==> config.mk <==
export PLATFORM = sky130hd
export DESIGN_NAME = serial_multiplier
export DESIGN_NICKNAME = d
export VERILOG_FILES = /design/src/rtl/serial_multiplier.sv
export SDC_FILE = /design/constraint.sdc
export NUM_CORES = 1
export LEC_CHECK = 0
export ABC_CLOCK_PERIOD_IN_PS = 3200
export CAP_MARGIN = 25
export CORE_MARGIN = 4
export CORE_UTILIZATION = 30
export DETAILED_ROUTE_END_ITERATION = 8
export GPL_ROUTABILITY_DRIVEN = 0
export PLACE_DENSITY = 0.59
export SETUP_SLACK_MARGIN = 0.02
export SYNTH_ARGS = -nofsm -noshare
export SYNTH_HDL_FRONTEND = slang
export SYNTH_SLANG_ARGS = --single-unit
==> constraint.sdc <==
create_clock -name Clk -period 3.2 [get_ports Clk]
set_input_delay 0.32 -clock Clk [delete_from_list [all_inputs] [get_ports Clk]]
set_output_delay 0.32 -clock Clk [all_outputs]
set_load 0.02 [all_outputs]
==> src/rtl/serial_multiplier.sv <==
// 8x8 signed shift-add multiplier with control FSM and a 4-digit multiplexed hex display.
// {A,B} holds the 16-bit product; X is the sign-extension bit above A.
module serial_multiplier #(
  parameter int unsigned SCAN_BITS = 16
) (
  input  logic       Clk,
  input  logic       Reset_Load_Clear,
  input  logic [7:0] SW,
  input  logic       Run,
  output logic [3:0] hex_grid,
  output logic [7:0] hex_seg,
  output logic [7:0] Aval,
  output logic [7:0] Bval,
  output logic       Xval
);

  typedef enum logic [4:0] {
    StIdle, StClr,
    StAdd0, StSh0, StAdd1, StSh1, StAdd2, StSh2, StAdd3, StSh3,
    StAdd4, StSh4, StAdd5, StSh5, StAdd6, StSh6,
    StSub7, StSh7,
    StDone
  } state_e;

  localparam logic [SCAN_BITS-1:0] ScanOne = 1;

  state_e               state_q, state_d;
  logic [7:0]           a_q, a_d;
  logic [7:0]           b_q, b_d;
  logic                 x_q, x_d;
  logic [SCAN_BITS-1:0] scan_q, scan_d;

  logic Shift, Clr_Ld, Add, Sub, M;

  logic [8:0] a_ext, s_ext;
  logic [1:0] digit;
  logic [3:0] nibble;
  logic [6:0] seg_n;

  assign M     = b_q[0];
  assign a_ext = {a_q[7], a_q};
  assign s_ext = {SW[7], SW};

  // Operation states are laid out consecutively, so the sequence is a simple increment.
  always_comb begin
    state_d = state_q;
    case (state_q)
      StIdle:  if (Run) state_d = StClr;
      StDone:  if (!Run) state_d = StIdle;
      default: begin
        if (state_q > StDone) state_d = StIdle;
        else                  state_d = state_e'(state_q + 5'd1);
      end
    endcase
  end

  always_comb begin
    Clr_Ld = 1'b0;
    Add    = 1'b0;
    Sub    = 1'b0;
    Shift  = 1'b0;
    unique case (state_q)
      StClr: Clr_Ld = 1'b1;
      StAdd0, StAdd1, StAdd2, StAdd3, StAdd4, StAdd5, StAdd6: Add = 1'b1;
      StSub7: Sub = 1'b1;
      StSh0, StSh1, StSh2, StSh3, StSh4, StSh5, StSh6, StSh7: Shift = 1'b1;
      default: ;
    endcase
  end

  always_comb begin
    a_d = a_q;
    x_d = x_q;
    b_d = b_q;
    if (Clr_Ld) begin
      a_d = 8'h00;
      x_d = 1'b0;
    end else if (Add && M) begin
      {x_d, a_d} = a_ext + s_ext;
    end else if (Sub && M) begin
      {x_d, a_d} = a_ext - s_ext;
    end else if (Shift) begin
      a_d = {x_q, a_q[7:1]};
      b_d = {a_q[0], b_q[7:1]};
    end
    // B has no async reset: it loads the switches on every edge while reset is held.
    if (!Reset_Load_Clear) b_d = SW;
  end

  assign scan_d = scan_q + ScanOne;

  always_ff @(posedge Clk or negedge Reset_Load_Clear) begin
    if (!Reset_Load_Clear) begin
      state_q <= StIdle;
      a_q     <= 8'h00;
      x_q     <= 1'b0;
      scan_q  <= '0;
    end else begin
      state_q <= state_d;
      a_q     <= a_d;
      x_q     <= x_d;
      scan_q  <= scan_d;
    end
  end

  always_ff @(posedge Clk) begin
    b_q <= b_d;
  end

  assign digit = scan_q[SCAN_BITS-1 -: 2];

  always_comb begin
    hex_grid = 4'b1111;
    nibble   = b_q[3:0];
    unique case (digit)
      2'd0: begin hex_grid = 4'b1110; nibble = b_q[3:0]; end
      2'd1: begin hex_grid = 4'b1101; nibble = b_q[7:4]; end
      2'd2: begin hex_grid = 4'b1011; nibble = a_q[3:0]; end
      2'd3: begin hex_grid = 4'b0111; nibble = a_q[7:4]; end
      default: ;
    endcase
  end

  // Active-low g..a patterns.
  always_comb begin
    seg_n = 7'b1111111;
    unique case (nibble)
      4'h0: seg_n = 7'b1000000;
      4'h1: seg_n = 7'b1111001;
      4'h2: seg_n = 7'b0100100;
      4'h3: seg_n = 7'b0110000;
      4'h4: seg_n = 7'b0011001;
      4'h5: seg_n = 7'b0010010;
      4'h6: seg_n = 7'b0000010;
      4'h7: seg_n = 7'b1111000;
      4'h8: seg_n = 7'b0000000;
      4'h9: seg_n = 7'b0010000;
      4'hA: seg_n = 7'b0001000;
      4'hB: seg_n = 7'b0000011;
      4'hC: seg_n = 7'b1000110;
      4'hD: seg_n = 7'b0100001;
      4'hE: seg_n = 7'b0000110;
      4'hF: seg_n = 7'b0001110;
      default: ;
    endcase
  end

  assign hex_seg = {1'b1, seg_n};
  assign Aval    = a_q;
  assign Bval    = b_q;
  assign Xval    = x_q;

endmodule

==> impl_metrics.csv, run 1 <==
group,metric,value,unit
worst_setup_path,regToRegSetupSlack,0.67,ns
grt,antenna_found_initial,0,
worst_setup_path,critPathLaunch,"scan_q[14]",
synthesis,syn_nets,348,
clocking,clkTransAtPathRegs,0.08,ns
sta,hold_viol,0,
placed_design,hpwlAfterDp,5630,um
worst_setup_path,end_kind,"output pin",
pwr,p_sw,1.54,mW
drt,wirelength,7050,um
drt,wl_met3,281,um
floorplan,start_util,31.3,%
sta,setup_violations,0,
clocking,hold_buffers,0,
clocking,clock-sinks,38,
drt,vias,2390,
drt,drt-pass1-iter-count,4,
sta,tightest_slew,0.572,ns
placed_design,port_buffers,38,
grt,grt_max_degree,27,
cells_and_area,final_area,3610,um^2
synthesis,syn_avg_cell_area,9.58,um^2
worst_setup_path,crit_required,2.88,ns
synthesis,ys_types,63,
worst_setup_path,worstSetupEndpoint,"hex_seg[3]",
drt,detail_route.drc_violations,0,
synthesis,ys_ff_latch,38,
floorplan,die_w,107,um
clocking,tritoncts,"yes",
grt,grt_overflow_total,0,
synthesis,synth_ff_type,"dfrtp_1",
pwr,swShare,45.0,%
worst_hold_path,hold_path_class,"primary input to asynchronous set/reset pin",
synthesis,async_reset_ff_share,78.9,%
pwr,p_int,1.88,mW
synthesis,syn_area,2950,um^2
worst_setup_path,crit_fanout,10,
synthesis,ys.warnings.count,0,
pwr,peakVddDrop,0.323,mV
clocking,cts_buffers,5,
clocking,root_buffer,"clkbuf_8",
worst_setup_path,max_stage_delay,0.59,ns
sta,max_freq,332,MHz
sta,slew_viol_final,0,
clocking,htreeDepth,2,
drt,dr_wl_met2,3370,um
cells_and_area,drive_gt1_share,10.8,%
worst_setup_path,cp_slowest_cell,"mux4_2",
floorplan,io_pins,40,
drt,drtIter0Drc,129,
drt,maxUsedRoutingLayer,"met4",
sta,finalCriticalPeriod,3.02,ns
drt,wl_met1,3300,um
cells_and_area,area_growth,22.3,%
drt,via_per_inst,4.97,
worst_setup_path,worstSetupPathType,"register to output pin",
synthesis,synth-seq-area-share,33.6,%
sta,finalSetupTns,0,ns
placed_design,dpl_cell_area,3480,um^2
pwr,cellPowerDensity,948,nW/um^2
pwr,pwr-share-seq,24.0,%
floorplan,core-area,9420,um^2
clocking,clkLatencyLatePin,0.29,ns
sta,slew_headroom,61.9,%
floorplan,die_h,107,um
run_status,status,"finished, final reports clean",
grt,grt_pass1_vias,2488,
cells_and_area,layout.nets,391,
cells_and_area,finish.utilization,38.3,%
sta,rsz0062_at_grt,"no",
flow_run,cap_violations,0,
sta,period_share,94.3,%
grt,grt_pass1_wl,12000,um
worst_setup_path,rr_startpoint,"Aval[0]",
worst_setup_path,path_cells,"mux4_2, inv_1, ha_1, inv_1, mux4_2, clkdlybuf4s50_1",
worst_setup_path,start_kind,"register",
sta,whs,0.0126,ns
synthesis,synth_edf_count,8,
worst_setup_path,cp.arrival,2.70,ns
pwr,p_comb_share,62.4,%
sta,fin_skew,0.00469,ns
drt,ant_nets,0,
pwr,clkPwrFrac,13.5,%
grt,grt_use_total,12.8,%
pwr,p_leak,1.53,nW
worst_setup_path,r2r_end,"Aval[6]",
clocking,clock_path_buffers,2,
floorplan,rows,35,
synthesis,netlist_instances,308,
floorplan,die_area,11500,um^2
cells_and_area,diodes,0,
drt,wire_per_inst,14.7,um
worst_setup_path,reg2reg_depth,11,
## through the flow
| step | total power, mW | std cells | worst slack, ns |
|---|---|---|---|
| global route | 3.70 | 481 | 0.0436 |
| floorplan | 2.24 | 308 | 0.805 |
| finish | 3.42 | 481 | 0.184 |
| detailed placement | 2.97 | 473 | 0.290 |
| global placement | 2.94 | 473 | 0.367 |
| CTS | 3.45 | 481 | 0.0658 |
## power by group through the flow
| stage | registers, mW | logic (mW) | clock network (mW) |
|---|---|---|---|
| final | 0.823 | 2.14 | 0.463 |
| after global routing | 0.848 | 2.36 | 0.497 |
| after CTS | 0.826 | 2.15 | 0.473 |
| after detailed placement | 0.835 | 2.14 | 0 |
| after global placement | 0.835 | 2.11 | 0 |
| after floorplan | 0.886 | 1.35 | 0 |
## synthesized netlist by cell type (all sizes together), types with 8 or more instances
master | n | share of area (%)
dfrtp | 30 | 25
nand2 | 28 | 3.6
ha | 27 | 11
a21oi | 23 | 4.3
o21ai | 22 | 4.1
inv | 21 | 2.7
nor2 | 19 | 3.0
xnor2 | 13 | 3.9
nand3 | 12 | 2.0
buf | 8 | 1.9
edfxtp | 8 | 8.1
nand2b | 8 | 2.0
## flip-flops by register name (all words and copies together), names as in the netlist
signal	flops
scan_q	16
Bval	8
state_q	5
Aval	8
Xval	1
## critical path, delay by kind of cell, from the launching register on
family	cells	cell delay, ns
adders and majority gates	1	0.14
buffers and inverters	3	0.74
muxes	2	1.04
DFF	1	0.49
## layout by cell type, fill, tap and decap left out, types with 4 or more instances in the layout
master	synthesis	routed
inv_1	21	21
xnor2_1	13	13
nand2b_1	7	7
o21ai_1	5	5
mux4_2	4	5
buf_4	2	7
nand2_1	28	28
o31ai_1	4	4
nor2b_1	4	4
ha_1	27	27
o21a_1	6	6
o21ai_0	16	16
nand3_1	12	12
dfrtp_1	30	29
clkdlybuf4s50_1	0	37
xor2_1	6	6
and3_1	5	5
o22ai_1	5	5
nor3b_1	4	4
nor3_1	5	5
clkbuf_8	0	5
nor2_1	16	16
edfxtp_1	8	8
a21oi_1	22	22
## worst min path at each step
stage	endpoint	slack, ns	from	depth (start not counted)
after global routing	scan_q[6]	0.05	Reset_Load_Clear	1
after detailed placement	scan_q[6]	0.35	Reset_Load_Clear	1
after CTS	scan_q[6]	0.03	Reset_Load_Clear	1
final	scan_q[6]	0.01	Reset_Load_Clear	1
after floorplan	Aval[0]	0.02	Reset_Load_Clear	0
after global placement	scan_q[6]	0.34	Reset_Load_Clear	1
## area by class of cell
| type | instances | area (um^2) |
|---|---|---|
| Sequential cell | 38 | 992 |
| Fill cell | 967 | 5810 |
| Timing Repair Buffer | 45 | 428 |
| Tap cell | 129 | 161 |
| Inverter | 21 | 78.8 |
| Multi-Input combinational cell | 240 | 1820 |
| Clock buffer | 6 | 93.8 |
| Clock inverter | 2 | 38.8 |
## kinds of logic (layout without fill, tap and decap cells)
| family | Yosys count | count (layout) | share of synthesized area (%) |
|---|---|---|---|
| AO/OA/AOI/OAI | 82 | 82 | 19.5 |
| XOR/XNOR | 19 | 19 | 5.64 |
| adder cells (fa/ha/maj) | 29 | 29 | 12.8 |
| buffers and inverters | 30 | 74 | 4.71 |
| flip-flops | 38 | 38 | 33.6 |
| multiplexers | 11 | 11 | 6.11 |
| other | 1 | 1 | 0.127 |
| AND/OR/NAND/NOR | 98 | 98 | 17.5 |
## routing by layer
metal	global-route usage (%)	up-vias
met5	0	-
met4	4.11	0
met2	21.7	54
met3	1.63	10
met1	17.0	1119
li1	-	1207
## what timing repair did
action / CTS / global route
resized for setup: 1 / 1
buffers inserted: 0 / 0
setup endpoints to repair: 2 / 2
Power figures use the tool's default switching activity.
==> run 2, diff against run 1 <==
--- a/config.mk
+++ b/config.mk
@@ -7,6 +7,7 @@
 export LEC_CHECK = 0
 export ABC_CLOCK_PERIOD_IN_PS = 3200
 export CAP_MARGIN = 25
+export CORE_ASPECT_RATIO = 1.2
 export CORE_MARGIN = 4
 export CORE_UTILIZATION = 30
 export DETAILED_ROUTE_END_ITERATION = 8
==> run 2 against run 1 <==
  * Clock skew increased by 0.00059 ns
  * Sequential power grew 4.6%
  * Fmax increased by 0.48%
  * Flip-flop and latch count stayed put
  * Non-clock buffer count is 2 lower
  * Hold slack improved by 0.45 ns
  * Routed wire length decreased by 2.4%
  * Critical path depth unchanged
  * Power about the same
  * Count of clock-buffer cells in the layout unchanged
  * Global-route usage shrank 0.36 points
==> impl_metrics.csv, run 2 (synthesis results as in run 1) <==
group,metric,value,unit
drt,wl_met3,278,um
floorplan,core-area,9560,um^2
floorplan,die_area,11500,um^2
grt,grt_max_degree,28,
worst_setup_path,rr_startpoint,"Aval[0]",
clocking,cts_buffers,5,
grt,antenna_found_initial,0,
sta,period_share,93.8,%
worst_setup_path,start_kind,"register",
worst_setup_path,cp.depth,6,
sta,rsz0062_at_grt,"no",
floorplan,die_h,117,um
drt,wl_met1,3310,um
sta,finalSetupTns,0,ns
cells_and_area,largest_reg_flops,16,
worst_hold_path,min_from,"scan_q[0]",
worst_setup_path,cp.arrival,2.68,ns
sta,hold_viol,0,
sta,setup_violations,0,
grt,grt_use_total,12.5,%
worst_setup_path,path_cells,"mux4_2, inv_1, ha_1, inv_1, mux4_2, clkdlybuf4s50_1",
drt,dr_wl_met2,3180,um
grt,grt_pass1_vias,2328,
grt,grt_pass1_wl,11700,um
clocking,clock_path_buffers,2,
worst_hold_path,hold_path_class,"register to register",
drt,via_per_inst,4.99,
sta,slew_viol_final,0,
cells_and_area,area_growth,22.3,%
floorplan,io_pins,40,
floorplan,start_util,30.8,%
worst_setup_path,crit_fanout,8,
clocking,clkLatencyLatePin,0.28,ns
pwr,p_leak,1.53,nW
sta,max_freq,333,MHz
drt,wirelength,6880,um
worst_setup_path,max_stage_delay,0.58,ns
drt,ant_nets,0,
worst_setup_path,critical_path_buf_inv_count,3,
sta,whs,0.466,ns
cells_and_area,drive_gt1_share,10.0,%
worst_setup_path,reg2reg_depth,11,
worst_setup_path,critical-path-top-delay-family,"multiplexers",
drt,drt-pass1-iter-count,4,
clocking,root_buffer,"clkbuf_16",
drt,wire_per_inst,14.6,um
clocking,clkTransAtPathRegs,0.06,ns
clocking,clock-sinks,38,
worst_setup_path,end_kind,"output pin",
drt,drtIter0Drc,92,
cells_and_area,final_common_cell,"clkdlybuf4s50_1",
worst_setup_path,r2r_end,"Aval[6]",
pwr,cellPowerDensity,949,nW/um^2
drt,vias,2362,
worst_hold_path,min_to,"scan_q[0]",
run_status,status,"finished, final reports clean",
clocking,tritoncts,"yes",
worst_setup_path,regToRegSetupSlack,0.69,ns
flow_run,cap_violations,0,
sta,fin_skew,0.00527,ns
cells_and_area,final_cell_mix,"clkdlybuf4s50_1, dfrtp_1, nand2_1",
cells_and_area,layout.nets,389,
clocking,post_cts_buffers,0,
worst_hold_path,hold_path_depth,1,
cells_and_area,diodes,0,
pwr,peakVddDrop,0.289,mV
clocking,htreeDepth,2,
worst_setup_path,crit_required,2.88,ns
drt,detail_route.drc_violations,0,
worst_setup_path,cp_slowest_cell,"mux4_2",
cells_and_area,top_register,"scan_q",
placed_design,hpwlAfterDp,5480,um
sta,finalCriticalPeriod,3.00,ns
cells_and_area,fillers,978,
worst_setup_path,worstSetupPathType,"register to output pin",
placed_design,port_buffers,38,
grt,grt_overflow_total,0,
floorplan,rows,39,
floorplan,die_w,98.5,um
drt,maxUsedRoutingLayer,"met4",
-- run 2: through the flow --
step / setup WS [ns] / area [um^2] / instances / utilization, % / power, mW
6_report: 0.198 / 3610 / 473 / 37.7 / 3.42
5_1_grt: 0.112 / 3610 / 473 / 37.7 / 3.69
4_1_cts: 0.113 / 3610 / 473 / 37.8 / 3.44
3_5_place_dp: 0.323 / 3450 / 464 / 36.1 / 2.93
3_3_place_gp: 0.385 / 3450 / 464 / 36.1 / 2.90
2_1_floorplan: 0.805 / 2950 / 308 / - / 2.24
-- run 2: cell type report --
| cell class | count | area [um^2] | area share [%] |
|---|---|---|---|
| repair buffers | 43 | 415 | 11.5 |
| multi-input cells | 240 | 1820 | 50.4 |
| clock buffers | 6 | 139 | 3.85 |
| clock inverters | 2 | 11.3 | 0.312 |
| inverters | 21 | 78.8 | 2.19 |
| well taps | 123 | 154 | 4.27 |
| flip-flops and latches | 38 | 992 | 27.5 |
-- run 2: how the worst max path moves through the flow --
stage	from	end	slack (ns)
2_1_floorplan	Aval[0]	Aval[6]	0.80
3_3_place_gp	scan_q[14]	hex_seg[3]	0.39
3_5_place_dp	scan_q[14]	hex_seg[3]	0.32
4_1_cts	scan_q[14]	hex_seg[3]	0.11
5_1_grt	Aval[1]	hex_seg[5]	0.11
6_report	Aval[1]	hex_seg[3]	0.20
-- run 2: routing by layer --
metal	global-route usage, %	vias to the layer above
met5	0	-
met3	1.73	7
li1	-	1194
met4	3.92	0
met2	20.8	50
met1	16.9	1111
-- run 2: worst reg2reg max path: cells and delay by family, from the launching register on --
kind	cells	cell delay, ns
AO/OA/AOI/OAI	6	1.19
adder cells (fa/ha/maj)	2	0.54
flip-flops	1	0.38
buffers and inverters	3	0.30
-- run 2: where the power goes --
part | switching [mW] | internal [mW]
Clock | 0.188 | 0.309
Combinational | 1.13 | 0.935
Sequential | 0.212 | 0.649
Total | 1.53 | 1.89
-- run 2: repair_timing --
item                                    CTS  global route
hold buffers                              1             0
hold endpoints to repair                 10             0
endpoints found under the setup margin    1             1
pin swaps                                 0             0
gates resized for setup                   1             1
==> RTL edit 1, RTL diff (config.mk and constraints of run 1) <==
Reset style: synchronous (`Reset_Load_Clear`), changed in one clocked block. Comments in the files are not updated.
--- a/src/rtl/serial_multiplier.sv
+++ b/src/rtl/serial_multiplier.sv
@@ -89,7 +89,7 @@
 
   assign scan_d = scan_q + ScanOne;
 
-  always_ff @(posedge Clk or negedge Reset_Load_Clear) begin
+  always_ff @(posedge Clk) begin
     if (!Reset_Load_Clear) begin
       state_q <= StIdle;
       a_q     <= 8'h00;
Check against the original RTL: differs if Reset_Load_Clear is asserted again (counterexample within 4 cycles, from zero or initial values and one cycle with Reset_Load_Clear low); with Reset_Load_Clear held inactive, the same outputs for 10 cycles.
==> RTL edit 1 against run 1 <==
- area after synthesis fell by 0.76%
- routed wire length fell by 2.5%
- core utilization fell by 1.3 points
- sequential cell count did not move
- maximum frequency fell by 0.18%
- non-clock buffer count fell by 5
- register-to-register slack improved by 0.05 ns
- count of clock-buffer cells in the layout did not move
- setup slack got worse by 0.0055 ns
- cell area fell by 4.0%
- die area fell by 0.71%
- critical endpoint unchanged
- largest cell class unchanged
Power is not compared: it rests on default switching activity, and its combinational part moved more than twofold at a synthesized area within 25%.
==> RTL edit 1: results (changes against run 1) <==
.. list-table::
   :header-rows: 1

   * - Metric
     - Value
   * - Gate Count Post-Synth
     - 329 (+6.8%)
   * - Signal inverters
     - 22 (+4.8%)
   * - Non-clock buffer total of the final layout
     - 40 (-11%)
   * - Area contributors post-synth
     - sky130_fd_sc_hd__dfxtp_1 (21%), sky130_fd_sc_hd__ha_1 (11%), sky130_fd_sc_hd__edfxtp_1 (8.2%)
   * - Area used by sequential logic in the layout
     - 842 um^2 (-15%)
   * - Routed wire length
     - 6.88 mm (-2.5%)
   * - Status
     - completed
   * - Iter 0 DRT Violations
     - 124 (-3.9%)
   * - Mapped Nets
     - 368 (+5.7%)
   * - Share of the yosys chip area belonging to registers
     - 28.7% (-4.9 points)
   * - Clock distribution area overhead in the final layout
     - 2.35% (-1.3 points)
   * - Global-route wire length before repair
     - 11.2 mm (-7.1%)
   * - Count of distinct cell types in the synthesized netlist
     - 61 (-3.2%)
   * - Via count of the first global-routing pass
     - 2,263 (-9.0%)
   * - #MultiIn Comb
     - 252 (+5.0%)
   * - Layout cell share with drive strength beyond 1
     - 7.22% (-3.6 points)
   * - DRT Pass-1 Iters
     - 7 (+3)
   * - Worst hold path type
     - reg -> reg
   * - Total instance count after detailed placement
     - 481 (+1.7%)
   * - DR WL/cell
     - 14.1 um (-4.1%)
   * - Max-Slew Margin vs Limit
     - 57.4% (-4.5 points)
   * - Critical Path Fanout Max
     - 6 (-4)
   * - Total global-route track usage
     - 11.9% (-0.90 points)
   * - Max Clock Skew
     - 0.00873 ns (+0.00404 ns)
   * - Top cell types by occurrence after synthesis
     - sky130_fd_sc_hd__dfxtp_1 (30), sky130_fd_sc_hd__o21ai_0 (30), sky130_fd_sc_hd__ha_1 (26)
   * - Dpl hpwl
     - 5.41 mm (-3.8%)
   * - Share of flip-flops with an asynchronous set or reset
     - 0% (-79 points)
   * - Total number of vias
     - 2,466 (+3.2%)
[RTL edit 1: changes by cell type after synthesis, sizes merged, moves of 3 or more]
cell           run 1  this run
clkbuf             1         9
and2               1        15
nor2b              4         9
nor2              19         7
dfxtp              0        30
mux2i              3         6
a31oi              1         4
o21bai             0         3
nand2b             8         5
dfrtp             30         0
nand4              2         5
o21ai             22        32
a21oi             23        13
[RTL edit 1: worst max-delay path, cell delays in order, from the launching register on]
cell	delay, ns
sky130_fd_sc_hd__edfxtp_1	0.51
sky130_fd_sc_hd__mux4_2	0.58
sky130_fd_sc_hd__inv_1	0.14
sky130_fd_sc_hd__ha_1	0.13
sky130_fd_sc_hd__inv_1	0.05
sky130_fd_sc_hd__mux4_2	0.45
sky130_fd_sc_hd__clkdlybuf4s50_1	0.55
[RTL edit 1: final timing paths]
path	from	depth (start not counted)	endpoint	slack [ns]
worst max register to register	Aval[0]$_SDFFE_PP0P_	9	Aval[6]$_SDFFE_PP0P_	0.72
worst min-delay path	scan_q[0]$_SDFF_PN0_	1	scan_q[0]$_SDFF_PN0_	0.45
worst min register to register	scan_q[0]$_SDFF_PN0_	1	scan_q[0]$_SDFF_PN0_	0.45
worst max-delay path	Bval[0]$_DFFE_PP_	6	hex_seg[3]	0.18
[RTL edit 1: metal layers]
layer / vias to the layer above / share of wire (%) / GRT usage, %
met5: - / 0 / 0
met4: 0 / 1.5 / 3.56
met3: 8 / 5.1 / 2.65
met2: 48 / 45 / 19.6
met1: 1165 / 49 / 15.7
li1: 1245 / - / -
[RTL edit 1: logic make-up after synthesis]
| kind of cell | synth area share [%] |
|---|---|
| other | 0.128 |
| AO/OA/AOI/OAI | 20.6 |
| XOR/XNOR | 5.09 |
| buffers and inverters | 6.24 |
| flip-flops | 28.7 |
| multiplexers | 7.05 |
| AND/OR/NAND/NOR | 19.7 |
| adder cells (fa/ha/maj) | 12.5 |
[RTL edit 1: metrics by stage]
stage	utilization, %	setup slack (ns)	instance area [um^2]
final	37.0	0.178	3470
after global routing	37.0	0.0270	3470
after CTS	37.0	0.0336	3470
after detailed placement	36.1	0.355	3380
after global placement	36.1	0.387	3380
after floorplan	-	0.990	2930
[RTL edit 1: power groups by stage]
stage	clock network [mW]	logic (mW)	registers (mW)
2_1_floorplan	0	0.456	0.626
3_3_place_gp	0	0.671	0.615
3_5_place_dp	0	0.678	0.618
4_1_cts	0.325	0.681	0.607
5_1_grt	0.336	0.752	0.615
6_report	0.312	0.679	0.607
[RTL edit 1: timing repair]
action                                  4_1_cts  5_1_grt
resized for setup                             0        1
setup buffers                                 0        0
endpoints found under the hold margin         0        0
endpoints found under the setup margin        0        6
==> RTL edit 2, RTL diff (settings of run 1) <==
Without the edit above. The parameter `SCAN_BITS` goes from 16 to 32.
--- a/src/rtl/serial_multiplier.sv
+++ b/src/rtl/serial_multiplier.sv
@@ -1,7 +1,7 @@
 // 8x8 signed shift-add multiplier with control FSM and a 4-digit multiplexed hex display.
 // {A,B} holds the 16-bit product; X is the sign-extension bit above A.
 module serial_multiplier #(
-  parameter int unsigned SCAN_BITS = 16
+  parameter int unsigned SCAN_BITS = 32
 ) (
   input  logic       Clk,
   input  logic       Reset_Load_Clear,
Behaviour: same outputs for any inputs over 10 cycles, from zero or initial values and one cycle with Reset_Load_Clear low; that may be too few to reach the edited logic, so the function may still have changed.
==> RTL edit 2 against run 1 <==
- non-clock buffer count decreased by 1
- setup slack got worse by 0.0090 ns
- sequential power increased by 24%
- critical path depth decreased by 2
- routed wire length increased by 16%
- sequential cell count increased by 16
- area after synthesis increased by 23%
- maximum frequency decreased by 0.30%
- power increased by 1.2%
- cell area increased by 19%
- critical endpoint is now hex_seg[6]
- highest routed layer unchanged
==> RTL edit 2: results (changes against run 1) <==
.. list-table::
   :header-rows: 1

   * - Metric
     - Value
   * - Global-route wire length before repair
     - 13.8 mm (+15%)
   * - Final net count
     - 451 (+15%)
   * - Total global-route track usage
     - 11.8% (-1.0 points)
   * - Status
     - completed
   * - Max FFs per register
     - 32 (+16)
   * - Final Instance Count excl. Fillers
     - 554 (+15%)
   * - Share of flip-flops with an asynchronous set or reset
     - 85.2% (+6.2 points)
   * - Max-Slew Margin vs Limit
     - 52.4% (-9.5 points)
   * - Iter 0 DRT Violations
     - 108 (-16%)
   * - Share of the yosys chip area belonging to registers
     - 38.4% (+4.8 points)
   * - Top cell types by occurrence after synthesis
     - sky130_fd_sc_hd__dfrtp_1 (46), sky130_fd_sc_hd__nand2_1 (34), sky130_fd_sc_hd__xnor2_1 (31)
   * - Peak supply drop
     - 0.000379 V (+17%)
   * - Routed wire length
     - 8.18 mm (+16%)
   * - Dpl hpwl
     - 6.23 mm (+11%)
   * - Mapped Nets
     - 412 (+18%)
   * - Worst skew pair latency
     - 0.29 ns (about the same)
   * - Via density per instance
     - 5.04 (+1.5%)
   * - Layout cell share with drive strength beyond 1
     - 9.73% (-1.1 points)
   * - Via count of the first global-routing pass
     - 2,738 (+10%)
   * - Post-CTS Repair Setup Buffers
     - 0 (unchanged)
   * - Count of distinct cell types in the synthesized netlist
     - 60 (-4.8%)
   * - P_leak
     - 1.84 nW (+20%)
   * - Max Clock Skew
     - 0.00934 ns (+0.00465 ns)
   * - Pin count of the biggest net entering global routing
     - 43 (+59%)
   * - Filler Cell Count
     - 1,176 (+22%)
   * - Clock tree root buffer cell
     - sky130_fd_sc_hd__clkbuf_16
   * - Post-synthesis area per instance
     - 9.73 um^2 (+1.6%)
   * - Clock H-tree levels
     - 2 (unchanged)
   * - Arrival time worst endpoint
     - 2.71 ns (about the same)
   * - Worst hold path type
     - reg -> reg
   * - Area contributors post-synth
     - sky130_fd_sc_hd__dfrtp_1 (32%), sky130_fd_sc_hd__ha_1 (9.3%), sky130_fd_sc_hd__xnor2_1 (7.5%)
-- RTL edit 2: logic make-up after synthesis --
family          share of synthesized area (%)
compound gates                           15.0
xor+xnor                                 9.19
fa+ha+maj                                10.4
buf+inv                                  4.70
flops                                    38.4
mux                                      4.60
other cells                             0.104
simple gates                             17.5
-- RTL edit 2: worst paths after layout --
kind,slack (ns),from,end,depth (start not counted)
min in group asynchronous,0.50,Reset_Load_Clear,scan_q[27]$_DFF_PN0_,2
worst max register to register,0.71,Aval[0]$_DFFE_PN0P_,Xval$_DFFE_PN0P_,10
max in group asynchronous,1.81,Reset_Load_Clear,scan_q[14]$_DFF_PN0_,3
worst min register to register,0.46,scan_q[0]$_DFF_PN0_,scan_q[0]$_DFF_PN0_,1
worst max-delay path,0.17,scan_q[31]$_DFF_PN0_,hex_seg[6],4
worst min-delay path,0.46,scan_q[0]$_DFF_PN0_,scan_q[0]$_DFF_PN0_,1
-- RTL edit 2: layer usage --
layer | vias to the layer above | wire length [um] | GRT usage (%)
met5 | - | 0 | 0
met4 | 0 | 95 | 3.37
met3 | 6 | 248 | 1.97
met2 | 41 | 3730 | 18.6
met1 | 1354 | 4100 | 16.8
li1 | 1393 | - | -
-- RTL edit 2: cell type report --
class	instances	share of cell area, %
clock buffers	5	2.92
clock inverters	2	0.321
inverters	24	2.10
multi-input cells	282	48.1
flip-flops and latches	54	32.5
well taps	143	4.18
repair buffers	44	9.87
-- RTL edit 2: where the power goes --
part | switching, mW | internal [mW] | total (mW)
Sequential | 0.186 | 0.834 | 1.02
Combinational | 1.06 | 0.848 | 1.91
Clock | 0.245 | 0.288 | 0.533
Total | 1.49 | 1.97 | 3.46
-- RTL edit 2: repair_timing --
action,4_1_cts,5_1_grt
hold endpoints to repair,4,0
resized for setup,0,1
hold buffers,1,0
setup endpoints to repair,0,5
-- RTL edit 2: per-stage QoR --
| stage | utilization [%] | setup WS, ns | area [um^2] | hold slack (ns) |
|---|---|---|---|---|
| finish | 36.9 | 0.175 | 4280 | 0.461 |
| global route | 36.9 | 0.0430 | 4280 | 0.475 |
| CTS | 36.9 | 0.0706 | 4280 | 0.458 |
| detailed placement | 35.6 | 0.387 | 4130 | 0.279 |
| global placement | 35.6 | 0.455 | 4130 | 0.275 |
| floorplan | - | 0.885 | 3620 | 0.0244 |
-- RTL edit 2: worst max-delay path, stage by stage, from the launching register on --
cell	delay [ns]
sky130_fd_sc_hd__dfrtp_1	0.54
sky130_fd_sc_hd__mux4_2	0.68
sky130_fd_sc_hd__or2_2	0.35
sky130_fd_sc_hd__o21ai_0	0.20
sky130_fd_sc_hd__clkdlybuf4s50_1	0.65
